===== src/rtl/branch_target_buffer.sv =====
// branch_target_buffer: direct-mapped BTB with saturating counters; optional stats via BRANCH_TARGET_BUFFER_STATS_EN
module branch_target_buffer #(
  parameter int ADDR_W  = 16,
  parameter int ENTRIES = 16,
  parameter int CTR_W   = 2
) (
  input  logic              clk,
  input  logic              rst,
  input  logic [ADDR_W-1:0] fetch_pc,
  output logic              pred_taken,
  output logic [ADDR_W-1:0] pred_target,
  input  logic              stall,
  input  logic              flush,
  input  logic              res_branch,
  input  logic              res_taken,
  input  logic [ADDR_W-1:0] res_target,
  input  logic [ADDR_W-1:0] res_pc,
  output logic              mispredict,
  output logic [ADDR_W-1:0] redirect_pc,
  output logic [15:0]       stat_lookups,
  output logic [15:0]       stat_mispredicts
);
  localparam int IDX_W = $clog2(ENTRIES);
  localparam int TAG_W = ADDR_W - IDX_W - 1;
  localparam logic [CTR_W-1:0] CTR_INIT = CTR_W'(1) << (CTR_W - 1);
  localparam logic [CTR_W-1:0] CTR_MAX = '1;
  logic              r_valid  [ENTRIES];
  logic [TAG_W-1:0]  r_tag    [ENTRIES];
  logic [ADDR_W-1:0] r_target [ENTRIES];
  logic [CTR_W-1:0]  r_ctr    [ENTRIES];
  logic              r_id_valid;
  logic              r_id_pred_taken;
  logic [ADDR_W-1:0] r_id_pred_target;
  logic [IDX_W-1:0]  w_fidx, w_ridx;
  logic [TAG_W-1:0]  w_ftag, w_rtag;
  logic              w_fhit, w_rhit, w_act, w_miss_t, w_miss_n;
  logic [ADDR_W-1:0] w_pc2;
  logic              w_unused;
  assign w_unused    = ^{fetch_pc[0], res_pc[0]};
  assign w_fidx      = fetch_pc[IDX_W:1];
  assign w_ftag      = fetch_pc[ADDR_W-1:IDX_W+1];
  assign w_ridx      = res_pc[IDX_W:1];
  assign w_rtag      = res_pc[ADDR_W-1:IDX_W+1];
  assign w_fhit      = r_valid[w_fidx] && r_tag[w_fidx] == w_ftag;
  assign w_rhit      = r_valid[w_ridx] && r_tag[w_ridx] == w_rtag;
  assign pred_taken  = w_fhit & r_ctr[w_fidx][CTR_W-1];
  assign pred_target = w_fhit ? r_target[w_fidx] : '0;
  // Resolution in ID: a stalled cycle neither redirects nor trains.
  assign w_act       = r_id_valid & ~stall;
  assign w_pc2       = res_pc + ADDR_W'(2);
  assign w_miss_t    = res_branch & res_taken & ~(r_id_pred_taken & r_id_pred_target == res_target);
  assign w_miss_n    = ~(res_branch & res_taken) & r_id_pred_taken;
  assign mispredict  = w_act & (w_miss_t | w_miss_n);
  assign redirect_pc = (w_act & w_miss_t) ? res_target : w_pc2;
  // Table training at res_pc; the fetch lookup in the same cycle sees the old contents.
  always_ff @(posedge clk) begin
    if (rst) begin
      for (int i = 0; i < ENTRIES; i++) begin
        r_valid[i] <= 1'b0;
        r_ctr[i]   <= '0;
      end
    end else if (w_act) begin
      if (res_branch && w_rhit) begin
        r_ctr[w_ridx] <= res_taken ? (r_ctr[w_ridx] == CTR_MAX ? CTR_MAX : r_ctr[w_ridx] + CTR_W'(1))
                                   : (r_ctr[w_ridx] == '0 ? '0 : r_ctr[w_ridx] - CTR_W'(1));
        if (res_taken) r_target[w_ridx] <= res_target;
      end else if (res_branch && res_taken) begin
        r_valid[w_ridx]  <= 1'b1;
        r_tag[w_ridx]    <= w_rtag;
        r_target[w_ridx] <= res_target;
        r_ctr[w_ridx]    <= CTR_INIT;
      end else if (!res_branch && r_id_pred_taken) begin
        r_valid[w_ridx] <= 1'b0;
      end
    end
  end
  // Prediction travels with the instruction into ID; flush wins over stall.
  always_ff @(posedge clk) begin
    if (rst) begin
      r_id_valid       <= 1'b0;
      r_id_pred_taken  <= 1'b0;
      r_id_pred_target <= '0;
    end else if (flush) begin
      r_id_valid <= 1'b0;
    end else if (!stall) begin
      r_id_valid       <= 1'b1;
      r_id_pred_taken  <= pred_taken;
      r_id_pred_target <= pred_target;
    end
  end
`ifdef BRANCH_TARGET_BUFFER_STATS_EN
  logic [15:0] r_stat_lookups, r_stat_mispredicts;
  // Free-running wrap-around event counters.
  always_ff @(posedge clk) begin
    if (rst) begin
      r_stat_lookups     <= '0;
      r_stat_mispredicts <= '0;
    end else begin
      if (!stall) r_stat_lookups <= r_stat_lookups + 16'd1;
      if (mispredict) r_stat_mispredicts <= r_stat_mispredicts + 16'd1;
    end
  end
  assign stat_lookups     = r_stat_lookups;
  assign stat_mispredicts = r_stat_mispredicts;
`else
  assign stat_lookups     = '0;
  assign stat_mispredicts = '0;
`endif
endmodule

===== config.mk =====
export PLATFORM = sky130hd
export DESIGN_NAME = branch_target_buffer
export DESIGN_NICKNAME = d
export VERILOG_FILES = /design/src/rtl/branch_target_buffer.sv
export SDC_FILE = /design/constraint.sdc
export NUM_CORES = 1
export LEC_CHECK = 0
export ABC_AREA = 1
export BUFFER_PORTS_ARGS = -buffer_cell sky130_fd_sc_hd__clkbuf_2
export CAP_MARGIN = 15
export CORE_AREA = 2 2 206 208
export CTS_BUF_LIST = sky130_fd_sc_hd__clkbuf_4 sky130_fd_sc_hd__clkbuf_8
export DETAILED_ROUTE_END_ITERATION = 7
export DIE_AREA = 0 0 208 210
export PLACE_DENSITY_LB_ADDON = 0.08
export SYNTH_ARGS = -nofsm -noshare
export SYNTH_HDL_FRONTEND = slang
export SYNTH_SLANG_ARGS = --single-unit

===== constraint.sdc =====
create_clock -name clk -period 5.85 [get_ports clk]
set_input_delay 1.755 -clock clk [delete_from_list [all_inputs] [get_ports clk]]
set_output_delay 1.755 -clock clk [all_outputs]
set_load 0.02 [all_outputs]

==> flow_metrics.env, run 1 <==
export IMPL_status="completed"
export IMPL_synth_compound_gate_area_share=0.1229
export IMPL_ios=120
export IMPL_synth_top_flop_cell="sky130_fd_sc_hd__edfxtp_1"
export IMPL_p_sw_mw=1.896
export IMPL_fmax_mhz=173.2
export IMPL_cap_viol_max_count=0
export IMPL_fp_coreArea_um2=41480
export IMPL_global_route_wire_length_before_repair_mm=103.8
export IMPL_critPathMostFrequentCell="sky130_fd_sc_hd__nand3_1"
export IMPL_worst_hold_path_type="flip-flop to flip-flop"
export IMPL_tritoncts_num_buffers=82
export IMPL_design_die_area_um2=43680
export IMPL_die_h_um=210
export IMPL_diodes=0
export IMPL_worst_setup_path_startpoint="res_target[15]"
export IMPL_synth_top_family_by_area="simple AND/OR/NAND/NOR gates"
export IMPL_leakagePower_nw=11.24
export IMPL_clkSlewWorstSetupHoldPaths_ps=60
export IMPL_holdCritStartpoint="r_id_valid"
export IMPL_detail_route_wl_per_cell_um=21.53
export IMPL_drc_errors=0
export IMPL_area_growth_synth_to_final_pct=12.83
export IMPL_cts_root_buffer="sky130_fd_sc_hd__clkbuf_8"
export IMPL_fin_crit_period_ps=5772
export IMPL_setup_violations=0
export IMPL_postSynth_asyncResetShare=0
export IMPL_synth_area_leaders="sky130_fd_sc_hd__edfxtp_1 (59%), sky130_fd_sc_hd__nand2_1 (7.6%), sky130_fd_sc_hd__o21ai_0 (6.0%)"
export IMPL_syn_avg_cell_area_um2=9.790
export IMPL_synthMostInstantiatedCell="sky130_fd_sc_hd__nand2_1"
export IMPL_simple_gate_portion_of_the_synthesized_area=0.1505
export IMPL_ys_seq_area_frac=0.6020
export IMPL_synth_edf_count=480
export IMPL_finish_utilization=0.6676
export IMPL_antenna_left=0
export IMPL_clock_sink_count=498
export IMPL_clock_skew_final_ps=33.85
export IMPL_synth_top_area_cell="sky130_fd_sc_hd__edfxtp_1"
export IMPL_muxShareOfSynthArea=0.02845
export IMPL_cp_data_required_time_ps=4090
export IMPL_initial_utilization=0.5917
export IMPL_synth_top_area_frac=0.5873
export IMPL_ctsHtreeMaxLevel=3
export IMPL_row_count=75
export IMPL_power_density_cell_area_nw_per_um2=280.5
export IMPL_synth_top_cells_by_count="sky130_fd_sc_hd__nand2_1 (496), sky130_fd_sc_hd__edfxtp_1 (480), sky130_fd_sc_hd__o21ai_0 (294), sky130_fd_sc_hd__inv_1 (273), sky130_fd_sc_hd__nor2_1 (204)"
export IMPL_worst_setup_path_type="primary input to primary output"
export IMPL_grt_remaining_overflow=0
export IMPL_synthDistinctLibCells=46
export IMPL_synthesis_instances=2507
export IMPL_drt_iter0_markers=2359
export IMPL_synth_adder_area_share=0.002039
export IMPL_placed_cell_area_um2=26000
export IMPL_clkPwrFrac=0.399
export IMPL_worst_endpoint_arrival_ps=4020
export IMPL_post_cts_repair_timing_setup_buffer_count=0
export IMPL_first_global_vias=17800
export IMPL_port_buffers=86
export IMPL_number_of_antenna_violations_at_the_first_check_in_global_routing=1
export IMPL_synth_cell_area_um2=24540
export IMPL_filler_cell_count=3241
export IMPL_power_combinational_fraction=0.095
export IMPL_internal_power_mw=5.871
export IMPL_fp_dieW_um=208
export IMPL_ys_warnings_count=0
export IMPL_cp_cell_sequence="clkbuf_2 -> inv_1 -> o22ai_1 -> a221oi_1 -> nand4_1 -> nor4_2 -> nand3_1 -> nand3_1 -> buf_12 -> nand3_1 -> o21ai_0 -> clkbuf_2"
export IMPL_critPathMaxFanout=22
export IMPL_rsz_0062_raised_after_global_routing="true"
export IMPL_post_placement_cell_count=3108
export IMPL_pwr_share_seq=0.507
export IMPL_cts_root_to_sink_buffers=3
export IMPL_grt_use_total=0.3173
export IMPL_delay_of_the_slowest_cell_on_the_worst_path_ps=290
export IMPL_max_vdd_ir_drop_mv=0.2092
export IMPL_crit_reg2reg_launch="r_tag[5][7]"
export IMPL_detailed_placer_s_ending_hpwl_mm=42.78
export IMPL_timing_final_max_slew_violations=0
export IMPL_fin_crit_share=0.9867
export IMPL_largest_net_degree_at_the_start_of_global_routing=154
export IMPL_detailedRoute_firstPassIterationCount=6
export IMPL_multiInputGateArea_um2=7840
export IMPL_count_of_nets_after_finishing=2711
export IMPL_postLayoutCellArea_um2=27690
export IMPL_critPathSlowestCell="sky130_fd_sc_hd__o21ai_0"
export IMPL_vias=19080
export IMPL_worstSkewPairLatency_ps=650
export IMPL_register_bit_total_from_synthesis=498
export IMPL_via_per_inst=5.860
export IMPL_worstPathBufferInverterCount=4
export IMPL_power_total_mw=7.767
export IMPL_power_share_switching=0.2441
export IMPL_final_cells=3255
export IMPL_layout_area_seq_um2=14770
export IMPL_drive_gt1_frac=0.1613
export IMPL_routed_wirelength_mm=70.08
export IMPL_max_slew_worst_pin_slew_ps=916.3
export IMPL_tritoncts="done"
export IMPL_worst_r2r_setup_slack_ps=2630
export IMPL_cp_start_kind="primary input"
export IMPL_final_hold_viol_count=0
export IMPL_synth_xor_area_share=0.006781
export IMPL_critical_path_endpoint_type="primary output"
export IMPL_gp_congestion=0.9314
export IMPL_crit_family="simple AND/OR/NAND/NOR gates"
export IMPL_slew_headroom=0.3891
[kinds of logic after synthesis]
family | after synthesis
simple gates | 896
compound gates | 560
flops | 498
buf+inv | 463
mux | 66
xor+xnor | 19
fa+ha+maj | 4
other cells | 1
[routing by layer]
| layer | track usage | wire length [um] |
|---|---|---|
| met1 | 0.4585 | 29270 |
| met4 | 0.1215 | 2113 |
| met3 | 0.05125 | 7008 |
| met5 | 0 | 13 |
| met2 | 0.4880 | 31670 |
[cell type report]
cell class	count	share of cell area
Sequential cell	498	0.5336
Multi-Input combinational cell	1577	0.2831
Timing Repair Buffer	215	0.06050
Clock buffer	128	0.05571
Inverter	279	0.03800
Tap cell	539	0.02435
Clock inverter	19	0.004744
[power groups by stage]
stage          sequential (mW)  clock (mW)  combinational, mW
6_report                  3.93        3.10              0.735
5_1_grt                   3.93        3.29              0.801
4_1_cts                   3.93        3.14              0.720
3_5_place_dp              4.01           0              0.717
3_3_place_gp              4.01           0              0.704
2_1_floorplan             4.01           0              0.472
[flip-flops by register name, indices dropped and copies added (netlist names)]
| name | cells |
|---|---|
| r_valid | 16 |
| r_id_pred_target | 16 |
| r_id_valid | 1 |
| r_id_pred_taken | 1 |
| r_ctr | 32 |
| r_tag | 176 |
| r_target | 256 |
[tightest hold or removal path, stage by stage, from the launching register on]
cell,delay [ps]
sky130_fd_sc_hd__dfxtp_1,320
sky130_fd_sc_hd__o21ai_0,90
sky130_fd_sc_hd__nor2_1,80
[through the flow]
| stage | TNS [ps] | worst slack [ps] | hold WS, ps |
|---|---|---|---|
| global placement | 0 | 48.35 | 494.3 |
| CTS | 0 | 22.80 | 531.5 |
| floorplan | 0 | 479.8 | 474.2 |
| global route | -48.80 | -48.80 | 591.2 |
| finish | 0 | 77.68 | 527.3 |
| detailed placement | 0 | 27.01 | 513.3 |
[what timing repair did]
item / 4_1_cts / 5_1_grt
gates resized for setup: 0 / 4
setup endpoints to repair: 0 / 24
hold buffers: 0 / 0
[layout by cell type, fill, tap and decap left out, types with 4 or more instances in the layout]
master                     Yosys  final
sky130_fd_sc_hd__buf_4        46    111
sky130_fd_sc_hd__nand3_1     148    148
sky130_fd_sc_hd__mux2_2       30     30
sky130_fd_sc_hd__buf_12        0     21
sky130_fd_sc_hd__clkbuf_2      0     82
sky130_fd_sc_hd__xor2_1       12     12
sky130_fd_sc_hd__nand4_1       6      6
sky130_fd_sc_hd__nand3_2       4      4
sky130_fd_sc_hd__edfxtp_1    480    480
sky130_fd_sc_hd__o221ai_1      4      4
sky130_fd_sc_hd__o211ai_1     55     55
sky130_fd_sc_hd__clkbuf_4      0     35
sky130_fd_sc_hd__nor3_1       20     11
sky130_fd_sc_hd__inv_1       273    272
sky130_fd_sc_hd__xnor2_1       7      7
sky130_fd_sc_hd__o22ai_1      11     11
sky130_fd_sc_hd__clkinv_2      1      7
sky130_fd_sc_hd__ha_1          4      4
sky130_fd_sc_hd__nor2_2        6     23
sky130_fd_sc_hd__a21oi_1     178    178
sky130_fd_sc_hd__o21ai_1       8      8
sky130_fd_sc_hd__o21ai_0     294    294
sky130_fd_sc_hd__dfxtp_1      18     18
sky130_fd_sc_hd__conb_1        1     32
sky130_fd_sc_hd__nand2_1     496    496
sky130_fd_sc_hd__nor3_2        0      9
sky130_fd_sc_hd__clkinv_1      2     10
sky130_fd_sc_hd__nor2_1      204    187
sky130_fd_sc_hd__mux2i_1      36     36
sky130_fd_sc_hd__clkbuf_8      0     93
[path summary, 6_finish.rpt]
check,end,cells past startpoint
setup reg to reg,r_target[8][8],15
hold / removal,r_id_valid,2
hold reg to reg,r_id_valid,2
setup / recovery,redirect_pc[7],12
(Power assumes the default switching activity.)
==> run 2, diff against run 1 <==
--- a/config.mk
+++ b/config.mk
@@ -6,12 +6,12 @@
 export NUM_CORES = 1
 export LEC_CHECK = 0
 export ABC_AREA = 1
-export BUFFER_PORTS_ARGS = -buffer_cell sky130_fd_sc_hd__clkbuf_2
 export CAP_MARGIN = 15
 export CORE_AREA = 2 2 206 208
-export CTS_BUF_LIST = sky130_fd_sc_hd__clkbuf_4 sky130_fd_sc_hd__clkbuf_8
+export CTS_BUF_LIST = sky130_fd_sc_hd__clkbuf_8 sky130_fd_sc_hd__clkbuf_16
 export DETAILED_ROUTE_END_ITERATION = 7
 export DIE_AREA = 0 0 208 210
+export DONT_BUFFER_PORTS = 1
 export PLACE_DENSITY_LB_ADDON = 0.08
 export SYNTH_ARGS = -nofsm -noshare
 export SYNTH_HDL_FRONTEND = slang
==> flow_metrics.env, run 2 (synthesis results as in run 1) <==
export IMPL_status="complete, but fails checks"
export IMPL_failed_checks="setup timing"
export IMPL_worst_endpoint_arrival_ps=4220
export IMPL_max_slew_worst_pin_slew_ps=847.9
export IMPL_largest_register_ff_count=256
export IMPL_ctsHtreeMaxLevel=2
export IMPL_critical_path_endpoint_type="primary output"
export IMPL_worst_r2r_cell_count=14
export IMPL_drive_gt1_frac=0.08615
export IMPL_reg2reg_to="r_target[5][7]"
export IMPL_critPathMostFrequentCell="sky130_fd_sc_hd__nand2_1"
export IMPL_power_share_switching=0.2242
export IMPL_number_of_antenna_violations_at_the_first_check_in_global_routing=0
export IMPL_die_h_um=210
export IMPL_mostFrequentLayoutCells="sky130_fd_sc_hd__nand2_1 (496), sky130_fd_sc_hd__edfxtp_1 (480), sky130_fd_sc_hd__o21ai_0 (294), sky130_fd_sc_hd__inv_1 (289), sky130_fd_sc_hd__nor2_1 (187)"
export IMPL_cts_hold_buffers_added=0
export IMPL_port_buffers=0
export IMPL_fmax_mhz=167.3
export IMPL_fin_crit_share=1.022
export IMPL_filler_cell_count=3342
export IMPL_cts_resized=0
export IMPL_cts_root_to_sink_buffers=3
export IMPL_delay_of_the_slowest_cell_on_the_worst_path_ps=400
export IMPL_crit_reg2reg_launch="r_tag[6][2]"
export IMPL_cp_data_required_time_ps=4090
export IMPL_worstPathBufferInverterCount=2
export IMPL_detailed_placer_s_ending_hpwl_mm=39.13
export IMPL_grt_use_total=0.3052
export IMPL_global_route_wire_length_before_repair_mm=100.7
export IMPL_hold_slack_ps=549.6
export IMPL_min_path_cells=2
export IMPL_via_per_inst=5.970
export IMPL_post_cts_repair_timing_setup_buffer_count=0
export IMPL_timing_final_max_slew_violations=0
export IMPL_cts_root_buffer="sky130_fd_sc_hd__clkbuf_16"
export IMPL_clock_skew_final_ps=33.96
export IMPL_worstSkewPairLatency_ps=620
export IMPL_area_growth_synth_to_final_pct=8.055
export IMPL_routed_wirelength_mm=67.42
export IMPL_cp_start_kind="primary input"
export IMPL_cap_viol_max_count=0
export IMPL_postLayoutCellArea_um2=26520
export IMPL_row_count=75
export IMPL_setup_violations=17
export IMPL_clkSlewWorstSetupHoldPaths_ps=60
export IMPL_tritoncts="done"
export IMPL_clock_sink_count=498
export IMPL_max_vdd_ir_drop_mv=0.2583
export IMPL_drc_errors=0
export IMPL_largest_net_degree_at_the_start_of_global_routing=399
export IMPL_initial_utilization=0.5917
export IMPL_grt_remaining_overflow=0
export IMPL_worst_setup_path_type="primary input to primary output"
export IMPL_leakagePower_nw=10.48
export IMPL_worst_setup_path_startpoint="fetch_pc[1]"
export IMPL_slew_headroom=0.4347
export IMPL_internal_power_mw=5.876
export IMPL_fin_crit_period_ps=5978
export IMPL_final_common_cell="sky130_fd_sc_hd__nand2_1"
export IMPL_power_density_cell_area_nw_per_um2=285.6
export IMPL_rsz_0062_raised_after_global_routing="false"
export IMPL_final_hold_viol_count=0
export IMPL_first_global_vias=17210
export IMPL_gp_congestion=0.9082
export IMPL_antenna_left=0
export IMPL_ios=120
export IMPL_max_flop_register="r_target"
export IMPL_tritoncts_num_buffers=52
export IMPL_finish_utilization=0.6394
export IMPL_worstSetupEndpoint="pred_target[4]"
export IMPL_placed_cell_area_um2=24940
export IMPL_diodes=0
export IMPL_cp_cell_sequence="o21ai_0 -> a21oi_1 -> o221ai_1 -> nand2_1 -> xnor2_1 -> nand2_1 -> nor2_2 -> buf_12 -> nand3_1 -> inv_1"
export IMPL_critPathMaxFanout=398
export IMPL_count_of_nets_after_finishing=2539
export IMPL_p_sw_mw=1.698
export IMPL_fp_coreArea_um2=41480
export IMPL_critPathSlowestCell="sky130_fd_sc_hd__o21ai_0"
export IMPL_design_die_area_um2=43680
export IMPL_worst_setup_slack_final_ps=-128.1
export IMPL_power_combinational_fraction=0.068
export IMPL_fp_dieW_um=208
export IMPL_finalSetupTns_ps=-1523
export IMPL_number_of_cells_on_the_critical_path=10
export IMPL_worst_hold_path_type="flip-flop to flip-flop"
export IMPL_crit_family="compound AO/OA/AOI/OAI gates"
export IMPL_top_regs="r_target: 256 flops, r_tag: 176 flops, r_ctr: 32 flops"
export IMPL_pwr_share_seq=0.520
export IMPL_vias=18260
export IMPL_worst_r2r_setup_slack_ps=2570
export IMPL_clkPwrFrac=0.413
export IMPL_drt_iter0_markers=2090
export IMPL_detail_route_wl_per_cell_um=22.05
export IMPL_detailedRoute_firstPassIterationCount=6
export IMPL_power_total_mw=7.574
==> run 2: cell count changes in the layout (fill, tap and decap cells not counted), sizes merged <==
cell / delta
clkbuf: -158
clkinv: +5
inv: +15
clkinvlp: -2
buf: -60
bufinv: +3
==> run 2: layer usage <==
layer,vias up,wire [um],GRT usage
met3,145,6715,0.06809
met2,928,30460,0.4738
met4,0,2189,0.1091
li1,8457,-,-
met5,-,0,0
met1,8726,28050,0.4276
==> run 2: worst reg2reg max path: stages (launching register included) <==
cell	delay, ps
sky130_fd_sc_hd__edfxtp_1	400
sky130_fd_sc_hd__inv_1	70
sky130_fd_sc_hd__nand2_1	50
sky130_fd_sc_hd__nand3_1	100
sky130_fd_sc_hd__nand2_1	60
sky130_fd_sc_hd__nand2_1	60
sky130_fd_sc_hd__nand2_1	120
sky130_fd_sc_hd__o21ai_0	210
sky130_fd_sc_hd__nand2_1	180
sky130_fd_sc_hd__nor4_1	310
sky130_fd_sc_hd__nand3_1	190
sky130_fd_sc_hd__nand2_2	320
sky130_fd_sc_hd__nand3_1	340
sky130_fd_sc_hd__nor2_2	170
sky130_fd_sc_hd__buf_4	360
==> run 2: layout make-up <==
cell class | count | area, um^2 | share of cell area
inverters | 279 | 1052 | 0.03968
repair buffers | 73 | 610.6 | 0.02302
clock buffers | 52 | 1301 | 0.04907
well taps | 539 | 674.4 | 0.02543
flip-flops and latches | 498 | 14770 | 0.5571
multi-input cells | 1577 | 7829 | 0.2952
clock inverters | 40 | 277.8 | 0.01047
==> run 2: power by group through the flow <==
stage	Combinational, mW	Clock, mW	Sequential (mW)
after global placement	0.491	0	4.01
after global routing	0.566	3.28	3.94
after detailed placement	0.500	0	4.01
after CTS	0.504	3.14	3.94
final	0.512	3.13	3.94
after floorplan	0.472	0	4.01
==> run 2: how the worst min path moves through the flow <==
stage,start,endpoint,slack [ps]
2_1_floorplan,r_id_valid,r_id_valid,470
3_5_place_dp,r_id_valid,r_id_valid,530
3_3_place_gp,r_id_valid,r_id_valid,490
6_report,r_id_valid,r_id_valid,550
4_1_cts,r_id_valid,r_id_valid,540
5_1_grt,r_id_pred_target[4],r_id_pred_target[4],580
==> run 2: metrics by stage <==
step                setup slack, ps  std cells
floorplan                     479.8       2538
global placement              437.7       2966
detailed placement            426.3       2966
CTS                           414.2       3058
global route                  150.5       3058
finish                       -128.1       3058
